==> src/rtl/status_array_sweeper.sv <==
// Write-port sequencer for the icache status array: power-on sweep of every row,
// then resident range-flush engine with wrapping ranges and a per-request block mask.
module status_array_sweeper #(
    parameter int unsigned          ADDR_WIDTH = 6,
    parameter int unsigned          ROW_WIDTH  = 8,
    parameter int unsigned          NUM_BLOCKS = 4,
    parameter logic [ROW_WIDTH-1:0] INIT_VALUE = '0
) (
    input  logic                  clk,
    input  logic                  arst_n,
    input  logic                  i_halt,
    input  logic                  i_req_valid,
    input  logic [ADDR_WIDTH-1:0] i_req_base,
    input  logic [ADDR_WIDTH-1:0] i_req_last,
    input  logic [NUM_BLOCKS-1:0] i_req_wmask,
    output logic [ADDR_WIDTH-1:0] o_addr,
    output logic [ROW_WIDTH-1:0]  o_data,
    output logic                  o_wen,
    output logic [NUM_BLOCKS-1:0] o_wmask,
    output logic                  o_valid,
    output logic                  o_init_complete,
    output logic                  o_ready,
    output logic                  o_busy,
    output logic                  o_done
);

    localparam int unsigned CNT_W = ADDR_WIDTH + 1;

    typedef enum logic [1:0] {
        ST_INIT  = 2'd0,
        ST_READY = 2'd1,
        ST_FLUSH = 2'd2
    } state_e;

    state_e                state_q, state_d;
    logic [CNT_W-1:0]      cnt_q, cnt_d;
    logic [ADDR_WIDTH-1:0] last_q, last_d;
    logic [ADDR_WIDTH-1:0] addr_q, addr_d;
    logic [ROW_WIDTH-1:0]  data_q, data_d;
    logic [NUM_BLOCKS-1:0] wmask_q, wmask_d;
    logic                  wen_q, wen_d;
    logic                  init_q, init_d;
    logic                  busy_q, busy_d;
    logic                  done_q, done_d;

    // State and output registers; everything holds while halted via the next-state defaults
    always_ff @(posedge clk) begin
        if (!arst_n) begin
            state_q <= ST_INIT;
            cnt_q   <= '0;
            last_q  <= '0;
            addr_q  <= '0;
            data_q  <= '0;
            wmask_q <= '0;
            wen_q   <= 1'b0;
            init_q  <= 1'b0;
            busy_q  <= 1'b1;
            done_q  <= 1'b0;
        end else begin
            state_q <= state_d;
            cnt_q   <= cnt_d;
            last_q  <= last_d;
            addr_q  <= addr_d;
            data_q  <= data_d;
            wmask_q <= wmask_d;
            wen_q   <= wen_d;
            init_q  <= init_d;
            busy_q  <= busy_d;
            done_q  <= done_d;
        end
    end

    // Next-state and registered-output logic; the counter's extra top bit marks sweep end
    always_comb begin
        state_d = state_q;
        cnt_d   = cnt_q;
        last_d  = last_q;
        addr_d  = addr_q;
        data_d  = data_q;
        wmask_d = wmask_q;
        wen_d   = wen_q;
        init_d  = init_q;
        busy_d  = busy_q;
        done_d  = done_q;
        if (!i_halt) begin
            done_d = 1'b0;
            case (state_q)
                ST_INIT: begin
                    if (cnt_q[ADDR_WIDTH]) begin
                        state_d = ST_READY;
                        cnt_d   = '0;
                        addr_d  = '0;
                        data_d  = '0;
                        wmask_d = '0;
                        wen_d   = 1'b0;
                        init_d  = 1'b1;
                        busy_d  = 1'b0;
                        done_d  = 1'b1;
                    end else begin
                        addr_d  = cnt_q[ADDR_WIDTH-1:0];
                        data_d  = INIT_VALUE;
                        wmask_d = '1;
                        wen_d   = 1'b1;
                        cnt_d   = cnt_q + CNT_W'(1);
                    end
                end
                ST_READY: begin
                    addr_d  = '0;
                    data_d  = '0;
                    wmask_d = '0;
                    wen_d   = 1'b0;
                    if (i_req_valid) begin
                        state_d = ST_FLUSH;
                        last_d  = i_req_last;
                        addr_d  = i_req_base;
                        data_d  = INIT_VALUE;
                        wmask_d = i_req_wmask;
                        wen_d   = 1'b1;
                        busy_d  = 1'b1;
                    end
                end
                ST_FLUSH: begin
                    if (addr_q != last_q) begin
                        addr_d = addr_q + ADDR_WIDTH'(1);
                    end else begin
                        state_d = ST_READY;
                        addr_d  = '0;
                        data_d  = '0;
                        wmask_d = '0;
                        wen_d   = 1'b0;
                        busy_d  = 1'b0;
                        done_d  = 1'b1;
                    end
                end
                default: begin
                    state_d = ST_INIT;
                    cnt_d   = '0;
                    addr_d  = '0;
                    data_d  = '0;
                    wmask_d = '0;
                    wen_d   = 1'b0;
                    busy_d  = 1'b1;
                end
            endcase
        end
    end

    assign o_addr          = addr_q;
    assign o_data          = data_q;
    assign o_wen           = wen_q;
    assign o_valid         = wen_q;
    assign o_wmask         = wmask_q;
    assign o_init_complete = init_q;
    assign o_busy          = busy_q;
    assign o_done          = done_q;
    assign o_ready         = (state_q == ST_READY) & ~i_halt;

endmodule

==> config.mk <==
export PLATFORM = sky130hd
export DESIGN_NAME = status_array_sweeper
export DESIGN_NICKNAME = d
export VERILOG_FILES = /design/src/rtl/status_array_sweeper.sv
export SDC_FILE = /design/constraint.sdc
export NUM_CORES = 1
export LEC_CHECK = 0
export CORE_MARGIN = 4
export CORE_UTILIZATION = 51
export CTS_BUF_LIST = sky130_fd_sc_hd__clkbuf_4 sky130_fd_sc_hd__clkbuf_8 sky130_fd_sc_hd__clkbuf_16
export DETAILED_ROUTE_END_ITERATION = 8
export GPL_ROUTABILITY_DRIVEN = 0
export PLACE_DENSITY = 0.84
export SLEW_MARGIN = 10
export SYNTH_ARGS = -nofsm -noshare
export SYNTH_HDL_FRONTEND = slang
export SYNTH_SLANG_ARGS = --single-unit
==> constraint.sdc <==
create_clock -name clk -period 2.47 [get_ports clk]
set_input_delay 0.494 -clock clk [delete_from_list [all_inputs] [get_ports clk]]
set_output_delay 0.494 -clock clk [all_outputs]
set_load 0.05 [all_outputs]
Yosys cells after proc, flatten, opt, wreduce, memory -nomap -nowiden
Cells that the tools add are included. W data, S select, Z words.

Add/sub/neg operators: 2. Equality and inequality tests: 6. Muxes and demuxes: 26. Bitwise logic cells: 3. Reductions and logical operators: 7.

Operators by type and width (number): $mux W6 (3); $pmux W6 S3 (1); $mux W8 (2); $pmux W7 S2 (1); $mux W4 (3); $pmux W4 S3 (1); $add A7 B1 Y7 const B (1); $mux W1 (7); $mux W7 (1); $add A6 B1 Y6 const B (1); $mux W2 (3); $ne A2 B2 Y1 const B (3); $ne A6 B6 Y1 (1); $pmux W1 S3 (2); $pmux W2 S3 (1); $reduce_and A3 Y1 (2); $reduce_and A2 Y1 (2); $reduce_and A4 Y1 (1); $eq A2 B1 Y1 const B (1); $eq A2 B2 Y1 const B (1); $logic_not A2 Y1 (1); $not A1 Y1 (2); $pmux W1 S2 (1); $reduce_or A2 Y1 (1); $and A1 B1 Y1 (1).

Register bits after elaboration: 37. Output and inout port bits: 24. Logic and storage cells: 54.

Logic depth before layout (Yosys ltp)
Gate-level depths: netlist (run 1).

Word-level depth: 4. Depth in mapped cells: 7. Depth with buffers taken out: 7.

Least setup slack after synthesis (run 1)
OpenSTA, ideal clock, no wires.

Path type: input -> register. Start: input port i_halt. End: register last_q[0]. Setup time: 0.132 ns. Data arrival time: 1.986 ns. Required time: 2.338 ns. Slack: 0.352 ns. Cell stages on the path: 5. Buffers on the path: 1. Cells stage by stage: buf_2 -> nor2_1 -> nand2_1 -> nand2_1 -> a21oi_1.

Word-level cells in the longest chain between the ends: 2.

RTL lines: from (decl) (RTL line 11) `input logic i_halt,`; $not A1 Y1 (no line); $reduce_and A3 Y1 (no line); to (signal assigned) (RTL line 62) `last_q <= last_d;`; to (decl) (RTL line 37) `logic [ADDR_WIDTH-1:0] last_q, last_d;`.

No other way between the ends. A chain may end at the register's enable or synchronous reset.

Worst setup path in the final report (run 1)
Start: register addr_q[3], in the netlist o_addr[3]. End: output port o_addr[3].

RTL lines: from (decl) (RTL line 38) `logic [ADDR_WIDTH-1:0] addr_q, addr_d;`; from (signal assigned) (RTL line 63) `addr_q <= addr_d;`; to (decl) (RTL line 16) `output logic [ADDR_WIDTH-1:0] o_addr,`.

No word-level cell between the ends.

==> results.toml, run 1 <==
[setup_path]
cp_slowest_cell = "clkdlybuf4s50_1"
crit_fanout = 6
cp.required_ns = 1.98
crit_path_max_incr_delay_ns = 0.85
path_buf_inv = 1
crit_type = "register to primary output"
cp-end-kind = "primary output"
cp-start-kind = "register"
cp-startpoint = "o_addr[3]"
cp.arrival_ns = 1.68
r2r-start = "state_q[0]"
crit_chain = "clkdlybuf4s50_1"
cp_top_family = "buffers and inverters"

[sta]
timing.slew.headroom = 0.664
hold_viol = 0
fin_skew_ns = 0.0141
worst_pin_slew_ns = 0.503
finalCritPeriodShare = 0.880
setup_viol = 0
period_minus_slack_ns = 2.17
fmax_mhz = 460
drv_slew = 0
rsz0062_at_grt = "false"
tns_ns = 0

[grt]
antenna_found_initial = 0
grt_max_degree = 18
grt_pass1_wl_um = 6610
grt_pass1_vias = 1451
track_usage = 0.210
overflow = 0

[clock_network]
cts-root-buf = "clkbuf_4"
cts.reportedPaths.clkPinSlew_ns = 0.11
clkLatencyLatePin_ns = 0.34
cts_buffers = 5
cts_setup_buffers = 0
clock_sinks = 29
clockBufferDepth = 2
cts_tree = "yes"
cts_resized = 0
hold_buffers = 0
h-tree-depth = 2

[flow_run]
maxCapViolCount = 0

[power]
p_sw_w = 0.000288
power_density_nw_per_um2 = 468
ir_drop_uv = 358
power.share.sequential = 0.521
power_w = 0.000934
internal_power_w = 0.000646
p_leak_nw = 0.723
clkPwrFrac = 0.304
combPwrFrac = 0.174
p_sw_frac = 0.308

[detailed_routing]
via_per_inst = 5.84
totalWireLength_um = 3990
ant_nets = 0
detail_route.first_pass.iterations = 4
dr_total_vias = 1495
wl_per_cell_um = 15.6
route.detailed.drc = 0
drt_iter0_drc = 95

[worst_hold_path]
min-delay-start = "last_q[4]"
hold_path.class = "register to register"

[yosys]
synthArstFlopShare = 0
synth_area_um2 = 1570
syn_inst = 184
synth_edf_count = 0
yosys_most_used_dff = "dfxtp_1"
yosys_register_bits = 29
ys_types = 43
ys_warn_count = 0
syn_avg_cell_area_um2 = 8.52
synth_seq_area_share = 0.370

[final_layout]
diodes = 0
nFillCells = 235
drive_above_1_share = 0.0978
multi_input_area_um2 = 885
final_nets = 250
syn_to_final_growth_pct = 27.2
ff_latch_area_um2 = 581

[floorplanning]
die-height_um = 63.4
core_area_um2 = 2850
die_area_um2 = 4030
num_rows = 19
start_util = 0.550
die_x_um = 63.4
top_level_ports = 44

[outcome]
status = "finished clean"

[place]
dpl.hpwl_um = 3050
port_buffers = 35
## cells by family after synthesis
logic type                 Yosys count  share of synthesized area
and+or+nand+nor                     59                      0.180
buffers and inverters               22                     0.0822
muxes                                3                     0.0223
xor gates and xnor gates            10                     0.0559
AOI/OAI and AO/OA                   54                      0.239
DFF                                 29                      0.370
other                                1                    0.00239
adders and majority gates            6                     0.0479
## cell usage in the layout (no fill, tap or decap), types with 3 or more instances in the layout
cell,instances
a22oi_1,5
a21oi_1,23
clkbuf_4,5
a211oi_1,5
a22o_1,3
conb_1,8
nand2_1,19
nand3_1,10
inv_1,4
dfxtp_1,29
xnor2_1,8
clkdlybuf4s50_1,34
nor2_1,13
ha_1,6
or3_1,3
buf_4,7
o21ai_0,6
## cell type report
| class | instances | area share |
|---|---|---|
| clock buffer | 5 | 0.0188 |
| clock inverter | 3 | 0.00878 |
| inverter | 6 | 0.0113 |
| multi-input combinational | 140 | 0.444 |
| sequential | 29 | 0.291 |
| tap | 31 | 0.0194 |
| timing repair buffer | 42 | 0.207 |
## state kept, by name, summed over array words and instances (netlist names)
register	cells
o_done	1
o_busy	1
o_valid	1
cnt_q	7
state_q	2
o_wmask	4
o_addr	6
o_init_complete	1
last_q	6
## Yosys cell counts, drive strengths merged (3+ instances only)
cell type	instances	share of area
dfxtp	29	0.37
a21oi	23	0.073
nand2	19	0.045
buf	14	0.063
nor2	13	0.031
nand3	10	0.032
xnor2	8	0.045
o21ai	7	0.030
ha	6	0.048
a211oi	5	0.024
a22oi	5	0.024
inv	4	0.0096
a22o	3	0.017
nand4	3	0.016
or3	3	0.012
## stage by stage
| step | instances | setup slack, ns | util | cell area (um2) | hold WS (ns) |
|---|---|---|---|---|---|
| 5_1_grt | 256 | 0.238 | 0.699 | 1990 | 0.505 |
| 6_report | 256 | 0.296 | 0.699 | 1990 | 0.480 |
| 3_5_place_dp | 248 | 0.272 | 0.680 | 1940 | 0.471 |
| 3_3_place_gp | 248 | 0.372 | 0.680 | 1940 | 0.463 |
| 4_1_cts | 256 | 0.308 | 0.699 | 1990 | 0.484 |
| 2_1_floorplan | 191 | 0.352 | - | 1590 | 0.450 |
## routing by layer
metal	global-route usage	part of all wire
met2	0.360	0.49
met5	0	0
met4	0.102	0.023
met3	0.0675	0.071
met1	0.233	0.42
## power by group through the flow
stage | sequential (W) | combinational [W] | clock [W]
detailed placement | 0.000497 | 0.000161 | 0
global placement | 0.000497 | 0.000159 | 0
CTS | 0.000487 | 0.000162 | 0.000289
finish | 0.000487 | 0.000163 | 0.000284
global route | 0.000489 | 0.000173 | 0.000309
floorplan | 0.000523 | 0.0000823 | 0
## final timing paths
path	depth (start not counted)	to	slack, ns
hold / removal	2	last_q[4]	0.48
setup reg to reg	7	o_addr[5]	0.60
setup / recovery	1	o_addr[3]	0.30
hold reg to reg	2	last_q[4]	0.48
Note: power is estimated with default switching activity, not from simulation.
==> run 2, diff against run 1 <==
--- a/config.mk
+++ b/config.mk
@@ -9,8 +9,8 @@
 export CORE_UTILIZATION = 51
 export CTS_BUF_LIST = sky130_fd_sc_hd__clkbuf_4 sky130_fd_sc_hd__clkbuf_8 sky130_fd_sc_hd__clkbuf_16
 export DETAILED_ROUTE_END_ITERATION = 8
-export GPL_ROUTABILITY_DRIVEN = 0
 export PLACE_DENSITY = 0.84
+export SETUP_SLACK_MARGIN = 0.15
 export SLEW_MARGIN = 10
 export SYNTH_ARGS = -nofsm -noshare
 export SYNTH_HDL_FRONTEND = slang
==> results of run 2 <==
Same layout as run 1: the final DEF is identical, and so are final timing and power.
==> run 3, diff against run 2 <==
--- a/config.mk
+++ b/config.mk
@@ -9,6 +9,7 @@
 export CORE_UTILIZATION = 51
 export CTS_BUF_LIST = sky130_fd_sc_hd__clkbuf_4 sky130_fd_sc_hd__clkbuf_8 sky130_fd_sc_hd__clkbuf_16
 export DETAILED_ROUTE_END_ITERATION = 8
+export MAX_ROUTING_LAYER = met4
 export PLACE_DENSITY = 0.84
 export SETUP_SLACK_MARGIN = 0.15
 export SLEW_MARGIN = 10
==> results.toml, run 3 (synthesized netlist as in run 1, its figures left out) <==
[outcome]
status = "finished clean"

[power]
power.share.sequential = 0.522
clkPwrFrac = 0.304
power_density_nw_per_um2 = 468
p_sw_frac = 0.308
ir_drop_uv = 356
combPwrFrac = 0.175
p_leak_nw = 0.723
p_sw_w = 0.000287
internal_power_w = 0.000646

[floorplanning]
core_area_um2 = 2850
start_util = 0.550
die-height_um = 63.4
die_area_um2 = 4030
top_level_ports = 44
num_rows = 19
die_x_um = 63.4

[clock_network]
hold_buffers = 0
h-tree-depth = 2
cts-root-buf = "clkbuf_4"
cts_tree = "yes"
cts_buffers = 5
clockBufferDepth = 2
clock_sinks = 29
clkLatencyLatePin_ns = 0.34
cts_resized = 0
cts.reportedPaths.clkPinSlew_ns = 0.11
cts_setup_buffers = 0

[grt]
track_usage = 0.216
grt_pass1_wl_um = 6610
grt_pass1_vias = 1451
antenna_found_initial = 0
grt_max_degree = 18
overflow = 0

[final_layout]
nFillCells = 235
multi_input_area_um2 = 885
ff_latch_area_um2 = 581
final_area_um2 = 1990
final_cell_mix = "clkdlybuf4s50_1 (34), dfxtp_1 (29), a21oi_1 (23), nand2_1 (19), nor2_1 (13)"
diodes = 0
stdcell_count = 256
largest-register = "cnt_q"
syn_to_final_growth_pct = 27.2
final_common_cell = "clkdlybuf4s50_1"
largest_register_ffs = 7
final_nets = 250
drive_above_1_share = 0.0978

[setup_path]
crit_type = "register to primary output"
path_buf_inv = 1
crit_fanout = 5
crit_path_max_incr_delay_ns = 0.86
cp.arrival_ns = 1.68
cp-start-kind = "register"
cp_slowest_cell = "clkdlybuf4s50_1"
cp_top_family = "buffers and inverters"
crit_chain = "clkdlybuf4s50_1"
cp.required_ns = 1.98
cp-end-kind = "primary output"

[place]
dpl.hpwl_um = 3050
place_area_um2 = 1940
place.gp.congestion = 0.828
placed_cells = 248
port_buffers = 35
pre_cts_ws_ns = 0.272

[sta]
rsz0062_at_grt = "false"
setup_viol = 0
hold_ws_ns = 0.479
tns_ns = 0
period_minus_slack_ns = 2.18
fmax_mhz = 460
setup_ws_ns = 0.294
worst_pin_slew_ns = 0.503
drv_slew = 0
finalCritPeriodShare = 0.881
timing.slew.headroom = 0.663
hold_viol = 0
fin_skew_ns = 0.0141

[detailed_routing]
via_per_inst = 5.89
drt_iter0_drc = 94
ant_nets = 0
detail_route.first_pass.iterations = 5
wl_per_cell_um = 15.7
totalWireLength_um = 4020
route.detailed.drc = 0
dr_total_vias = 1508

[worst_hold_path]
hold_path.class = "register to register"

[flow_run]
maxCapViolCount = 0
## run 3: cell counts in the layout (fill, tap and decap cells not counted)
No cell type changed its count.
## run 3: cell type report
| class | instances | share of cell area |
|---|---|---|
| multi-input cells | 140 | 0.444 |
| flip-flops and latches | 29 | 0.291 |
| repair buffers | 42 | 0.207 |
| well taps | 31 | 0.0194 |
| clock buffers | 5 | 0.0188 |
| inverters | 6 | 0.0113 |
| clock inverters | 3 | 0.00878 |
## run 3: final timing paths
kind	to	cells past startpoint	startpoint	slack, ns
setup / recovery	o_addr[5]	1	o_addr[5]	0.29
hold / removal	last_q[4]	2	last_q[4]	0.48
hold reg to reg	last_q[4]	2	last_q[4]	0.48
setup reg to reg	o_busy	5	o_addr[5]	0.58
## run 3: per-layer routing
layer	vias up	GRT usage	share of wire
li1	719	-	-
met1	709	0.234	0.43
met2	70	0.360	0.49
met3	10	0.0657	0.065
met4	0	0.102	0.023
met5	-	-	0
## run 3: power by group through the flow
stage | clock (W) | sequential (W) | combinational (W)
after global placement | 0 | 0.000497 | 0.000159
after CTS | 0.000289 | 0.000487 | 0.000162
after detailed placement | 0 | 0.000497 | 0.000161
after floorplan | 0 | 0.000523 | 0.0000823
after global routing | 0.000309 | 0.000489 | 0.000173
final | 0.000283 | 0.000487 | 0.000163
## run 3: per-stage QoR
stage	total power, W	utilization
finish	0.000934	0.699
global route	0.000970	0.699
CTS	0.000938	0.699
detailed placement	0.000659	0.680
global placement	0.000656	0.680
floorplan	0.000605	-
